==> src/rtl/lsu_pkg.sv <==
// -----------------------------------------------------------------------------
// lsu_pkg
// Shared definitions for the load/store unit:
//   - lsu_state_e : controller states (IDLE, ACCESS, RESP)
//   - LB..LWU     : RISC-V load funct3 encodings. Stores reuse the low codes:
//                   SB=LB, SH=LH, SW=LW, SD=LD.
//   - lsu_is_illegal : flags a funct3 that the unit rejects without touching memory
// -----------------------------------------------------------------------------
package lsu_pkg;

    typedef enum logic [1:0] {
        ST_IDLE   = 2'd0,
        ST_ACCESS = 2'd1,
        ST_RESP   = 2'd2
    } lsu_state_e;

    localparam logic [2:0] LB  = 3'b000;
    localparam logic [2:0] LH  = 3'b001;
    localparam logic [2:0] LW  = 3'b010;
    localparam logic [2:0] LD  = 3'b011;
    localparam logic [2:0] LBU = 3'b100;
    localparam logic [2:0] LHU = 3'b101;
    localparam logic [2:0] LWU = 3'b110;

    // 111 has no meaning for loads or stores. Stores have no unsigned
    // variants, so any store with funct3[2] set is also rejected.
    function automatic logic lsu_is_illegal(input logic we, input logic [2:0] funct3);
        return (funct3 == 3'b111) || (we && funct3[2]);
    endfunction

endpackage

==> src/rtl/load_store_unit.sv <==
// -----------------------------------------------------------------------------
// load_store_unit
// Single-outstanding load/store sequencer between a request/response pipeline
// and a word-addressed memory with combinational, already-extended read data.
//
// Ports
//   clk, rst                 clock, synchronous active-high reset
//   req_valid / req_ready    request handshake (ready only while idle)
//   req_we, req_addr,
//   req_funct3, req_wdata,
//   req_rd                   request fields, registered on acceptance
//   resp_valid / resp_ready  response handshake
//   resp_data, resp_rd,
//   resp_err                 load data (0 for stores/errors), echoed tag, illegal flag
//   mem_we, mem_address,
//   mem_mode, mem_wdata      memory drive (mode = funct3)
//   mem_rdata                memory read data
//   load_count, store_count  completed access counters (wrap at 2^32)
//
// Timing: legal request accepted at edge N -> ACCESS cycle -> response valid
// from cycle N+2. Illegal request skips ACCESS, response valid from N+1.
// -----------------------------------------------------------------------------
module load_store_unit #(
    parameter int MEM_BITS  = 20,
    parameter int DATA_SIZE = 64
) (
    input  logic                 clk,
    input  logic                 rst,

    input  logic                 req_valid,
    output logic                 req_ready,
    input  logic                 req_we,
    input  logic [MEM_BITS-1:0]  req_addr,
    input  logic [2:0]           req_funct3,
    input  logic [DATA_SIZE-1:0] req_wdata,
    input  logic [4:0]           req_rd,

    output logic                 resp_valid,
    input  logic                 resp_ready,
    output logic [DATA_SIZE-1:0] resp_data,
    output logic [4:0]           resp_rd,
    output logic                 resp_err,

    output logic                 mem_we,
    output logic [MEM_BITS-1:0]  mem_address,
    output logic [2:0]           mem_mode,
    output logic [DATA_SIZE-1:0] mem_wdata,
    input  logic [DATA_SIZE-1:0] mem_rdata,

    output logic [31:0]          load_count,
    output logic [31:0]          store_count
);
    import lsu_pkg::*;

    lsu_state_e           r_state;

    logic                 r_we;
    logic [MEM_BITS-1:0]  r_addr;
    logic [2:0]           r_funct3;
    logic [DATA_SIZE-1:0] r_wdata;

    logic [DATA_SIZE-1:0] r_resp_data;
    logic [4:0]           r_resp_rd;
    logic                 r_resp_err;

    logic [31:0]          r_load_count;
    logic [31:0]          r_store_count;

    logic                 w_illegal;

    assign w_illegal = lsu_is_illegal(req_we, req_funct3);

    assign req_ready  = (r_state == ST_IDLE);
    assign resp_valid = (r_state == ST_RESP);
    assign resp_data  = r_resp_data;
    assign resp_rd    = r_resp_rd;
    assign resp_err   = r_resp_err;

    // The memory port is driven straight from the registered request, so it
    // holds the last accepted request outside ACCESS; only the write enable
    // is qualified by the state.
    assign mem_we      = (r_state == ST_ACCESS) && r_we;
    assign mem_address = r_addr;
    assign mem_mode    = r_funct3;
    assign mem_wdata   = r_wdata;

    assign load_count  = r_load_count;
    assign store_count = r_store_count;

    always_ff @(posedge clk) begin
        if (rst) begin
            r_state       <= ST_IDLE;
            r_we          <= 1'b0;
            r_addr        <= '0;
            r_funct3      <= '0;
            r_wdata       <= '0;
            r_resp_data   <= '0;
            r_resp_rd     <= '0;
            r_resp_err    <= 1'b0;
            r_load_count  <= '0;
            r_store_count <= '0;
        end else begin
            unique case (r_state)
                ST_IDLE: begin
                    if (req_valid) begin
                        r_we      <= req_we;
                        r_addr    <= req_addr;
                        r_funct3  <= req_funct3;
                        r_wdata   <= req_wdata;
                        r_resp_rd <= req_rd;
                        if (w_illegal) begin
                            // Rejected requests answer immediately with no access.
                            r_resp_err  <= 1'b1;
                            r_resp_data <= '0;
                            r_state     <= ST_RESP;
                        end else begin
                            r_resp_err  <= 1'b0;
                            r_state     <= ST_ACCESS;
                        end
                    end
                end

                ST_ACCESS: begin
                    r_resp_data <= r_we ? '0 : mem_rdata;
                    if (r_we) begin
                        r_store_count <= r_store_count + 32'd1;
                    end else begin
                        r_load_count  <= r_load_count + 32'd1;
                    end
                    r_state <= ST_RESP;
                end

                ST_RESP: begin
                    if (resp_ready) begin
                        r_state <= ST_IDLE;
                    end
                end

                default: r_state <= ST_IDLE;
            endcase
        end
    end

endmodule

==> config.mk <==
export PLATFORM = sky130hd
export DESIGN_NAME = load_store_unit
export DESIGN_NICKNAME = d
export VERILOG_FILES = /design/src/rtl/lsu_pkg.sv /design/src/rtl/load_store_unit.sv
export SDC_FILE = /design/constraint.sdc
export NUM_CORES = 1
export LEC_CHECK = 0
export BUFFER_PORTS_ARGS = -buffer_cell sky130_fd_sc_hd__buf_2
export CAP_MARGIN = 20
export CORE_MARGIN = 5
export CORE_UTILIZATION = 41
export CTS_CLUSTER_DIAMETER = 30
export CTS_CLUSTER_SIZE = 8
export DETAILED_ROUTE_END_ITERATION = 12
export GPL_TIMING_DRIVEN = 0
export PLACE_DENSITY_LB_ADDON = 0.1
export SLEW_MARGIN = 5
export SYNTH_ARGS = -nofsm -noshare
export SYNTH_HDL_FRONTEND = slang
export SYNTH_SLANG_ARGS = --single-unit
==> constraint.sdc <==
create_clock -name clk -period 2.45 [get_ports clk]
set_input_delay 0.245 -clock clk [delete_from_list [all_inputs] [get_ports clk]]
set_output_delay 0.245 -clock clk [all_outputs]
set_load 0.05 [all_outputs]
==> metrics <==
Worst-Margin Slew 0.624 ns; Filler cells 1616; TritonCTS Buffers between 40 and 50; DPL Wire Length 21700 µm; Max IR drop VDD 0.000629 V; DRC viols 0; die height around 150 µm; post-route minimum period between 2 and 2.5 ns; crit path kind register to register; asr flop ratio synth 0%; IO Port Bufs 384; pin count of the biggest net entering global routing 13; final setup fails 0; Setup Skew 0.0124 ns; commonest non-fill, non-tap cell in the layout buf_2; Arrival @ worst endpoint ~2.6 ns; Final Slew Violations 0; Yosys top cell by area dfxtp_1; path type of the worst min-delay path input port to register; worst hold start resp_ready; status finished clean; Vias/cell 5.11; CTS clk-pin slew, worst paths roughly 0.04 ns; # IOs 385; gr usage total 26.1%; WL/cell roughly 18 µm; Layout Utilization just under 70%; die area 23200 µm²; Static Leak 0.00615 µW; WL final 31900 µm; DR vias just over 9000; Die X 152 µm; number of global-route vias before repair around 9400; layout cells sized above 1 30.8%; pwr dens 847 nW/µm²; Post-Syn Area 8290 µm²; DRT antenna net count 0; Fmax 0.451 GHz; GP Congestion 0.847; Seq cells post-synth 224; Fin Setup TNS 0 ns; fin nets between 1500 and 2000; dominant synthesized flop cell dfxtp_1; Rel. slew slack 58.4%; Worst EP required 2.85 ns; Sink Count 224; CTS Buffer Depth 3; most frequent cells in the layout 387 x buf_2, 224 x dfxtp_1, 211 x nand2_1; Critical R2R Launch load_count[0]; TritonRoute pass-1 iters 5; maxcap violations 0; CTS tree built; H-Tree Depth 2; Critical Path Sink Type register; initial antenna violation count 4; DRT iter0 DRCs approximately 480; Initial Utilization between 40% and 50%; Avg Cell Area, Syn 8.98 µm²; sequential share of the synthesized area 54.1%; Syn-to-layout area delta 65.4%; crit path launch type register; YS warnings 0; top cells by area, synth dfxtp_1 54%, nand2_1 9.6%, a21oi_1 8.1%; share of the synthesized area in the top cell type about 54%; crit-path max FO 7; synthesized netlist cell count 923; Yosys cell types 38; Tcrit/Tclk final 90.5%; total grt overflow 0; Root Buffer clkbuf_16; final hold vios 0; crit path launch load_count[0]; later-pin clock latency in the skew report 0.53 ns; Post-Syn Nets 1086; RSZ-0062 raised after global routing false; row count 52; Post-synth EDFFs 0; CORE AREA 20000 µm²; first-pass GRT wire length about 50000 µm
[metal layers]
layer / vias up / wire length, µm / GRT usage, %
met5: - / 16 / 0
met4: 2 / 1750 / 15.1
met3: 128 / 2380 / 8.15
met2: 389 / 15500 / 44.0
met1: 4293 / 12200 / 29.2
li1: 4482 / - / -
[cell type report]
cell class | count | area (µm²) | area share [%]
sequential | 224 | 4480 | 32.7
multi-input combinational | 626 | 3500 | 25.5
timing repair buffer | 541 | 3490 | 25.5
clock buffer | 67 | 1350 | 9.87
tap | 270 | 338 | 2.46
buffer | 65 | 278 | 2.03
clock inverter | 16 | 224 | 1.63
inverter | 8 | 30.0 | 0.219
antenna | 3 | 7.51 | 0.0547
[kinds of logic (layout without fill, tap and decap cells)]
kind of cell	after synthesis	in the layout	synth area share, %
AND/OR/NAND/NOR	360	360	20.9
AO/OA/AOI/OAI	239	239	18.3
flip-flops	224	224	54.1
buffers and inverters	73	697	3.67
XOR/XNOR	21	21	2.22
multiplexers	4	4	0.528
adder cells (fa/ha/maj)	2	2	0.302
other	0	3	0
[synthesized netlist by cell type, types with 11 or more instances]
master	count
a21oi_1	134
a22o_1	64
and4_1	11
buf_1	11
clkbuf_1	47
dfxtp_1	224
nand2_1	211
nand3_1	19
nand4_1	21
nor2_1	31
o31ai_1	28
or4_1	29
xor2_1	11
[path summary, 6_finish.rpt]
kind	slack, ns	endpoint	depth (start not counted)
max reg2reg	0.23	load_count[30]	5
min reg2reg	0.45	mem_address[9]	2
max	0.23	load_count[30]	5
min	0.06	r_state[1]	4
[metrics by stage]
stage / std cells / instance area [µm²] / total power (µW) / setup WS (ns) / hold WS [ns]
after floorplan: 923 / 8290 / 4790 / 0.0905 / 0.378
after global placement: 1577 / 10500 / 5200 / 0.163 / 0.439
after detailed placement: 1577 / 10500 / 5210 / 0.129 / 0.443
after CTS: 1817 / 13700 / 11700 / 0.122 / 0.0380
after global routing: 1820 / 13700 / 12000 / 0.0133 / 0.0686
final: 1820 / 13700 / 11600 / 0.233 / 0.0573
[power breakdown]
group | internal, µW | switching [µW]
sequential | 3810 | 85.0
clock | 4320 | 1920
combinational | 489 | 993
total | 8620 | 3000
[flip-flops by register name, summed over array words and instances (netlist names)]
name	flops
mem_wdata	64
resp_data	64
load_count	32
store_count	32
mem_address	20
resp_rd	5
mem_mode	3
r_state	2
r_we	1
resp_err	1
[timing repair]
item | 4_1_cts | 5_1_grt
hold endpoints to repair | 157 | 0
resized for setup | 0 | 6
endpoints found under the setup margin | 0 | 5
hold buffers | 157 | 0
setup buffers | 0 | 0
[worst max-delay path, stage by stage (launching register included)]
cell,delay (ns)
dfxtp_1,0.40
ha_1,0.22
nand4bb_4,0.17
or4_1,0.65
nor3_1,0.29
mux2_2,0.36
Power figures use the tool's default switching activity.
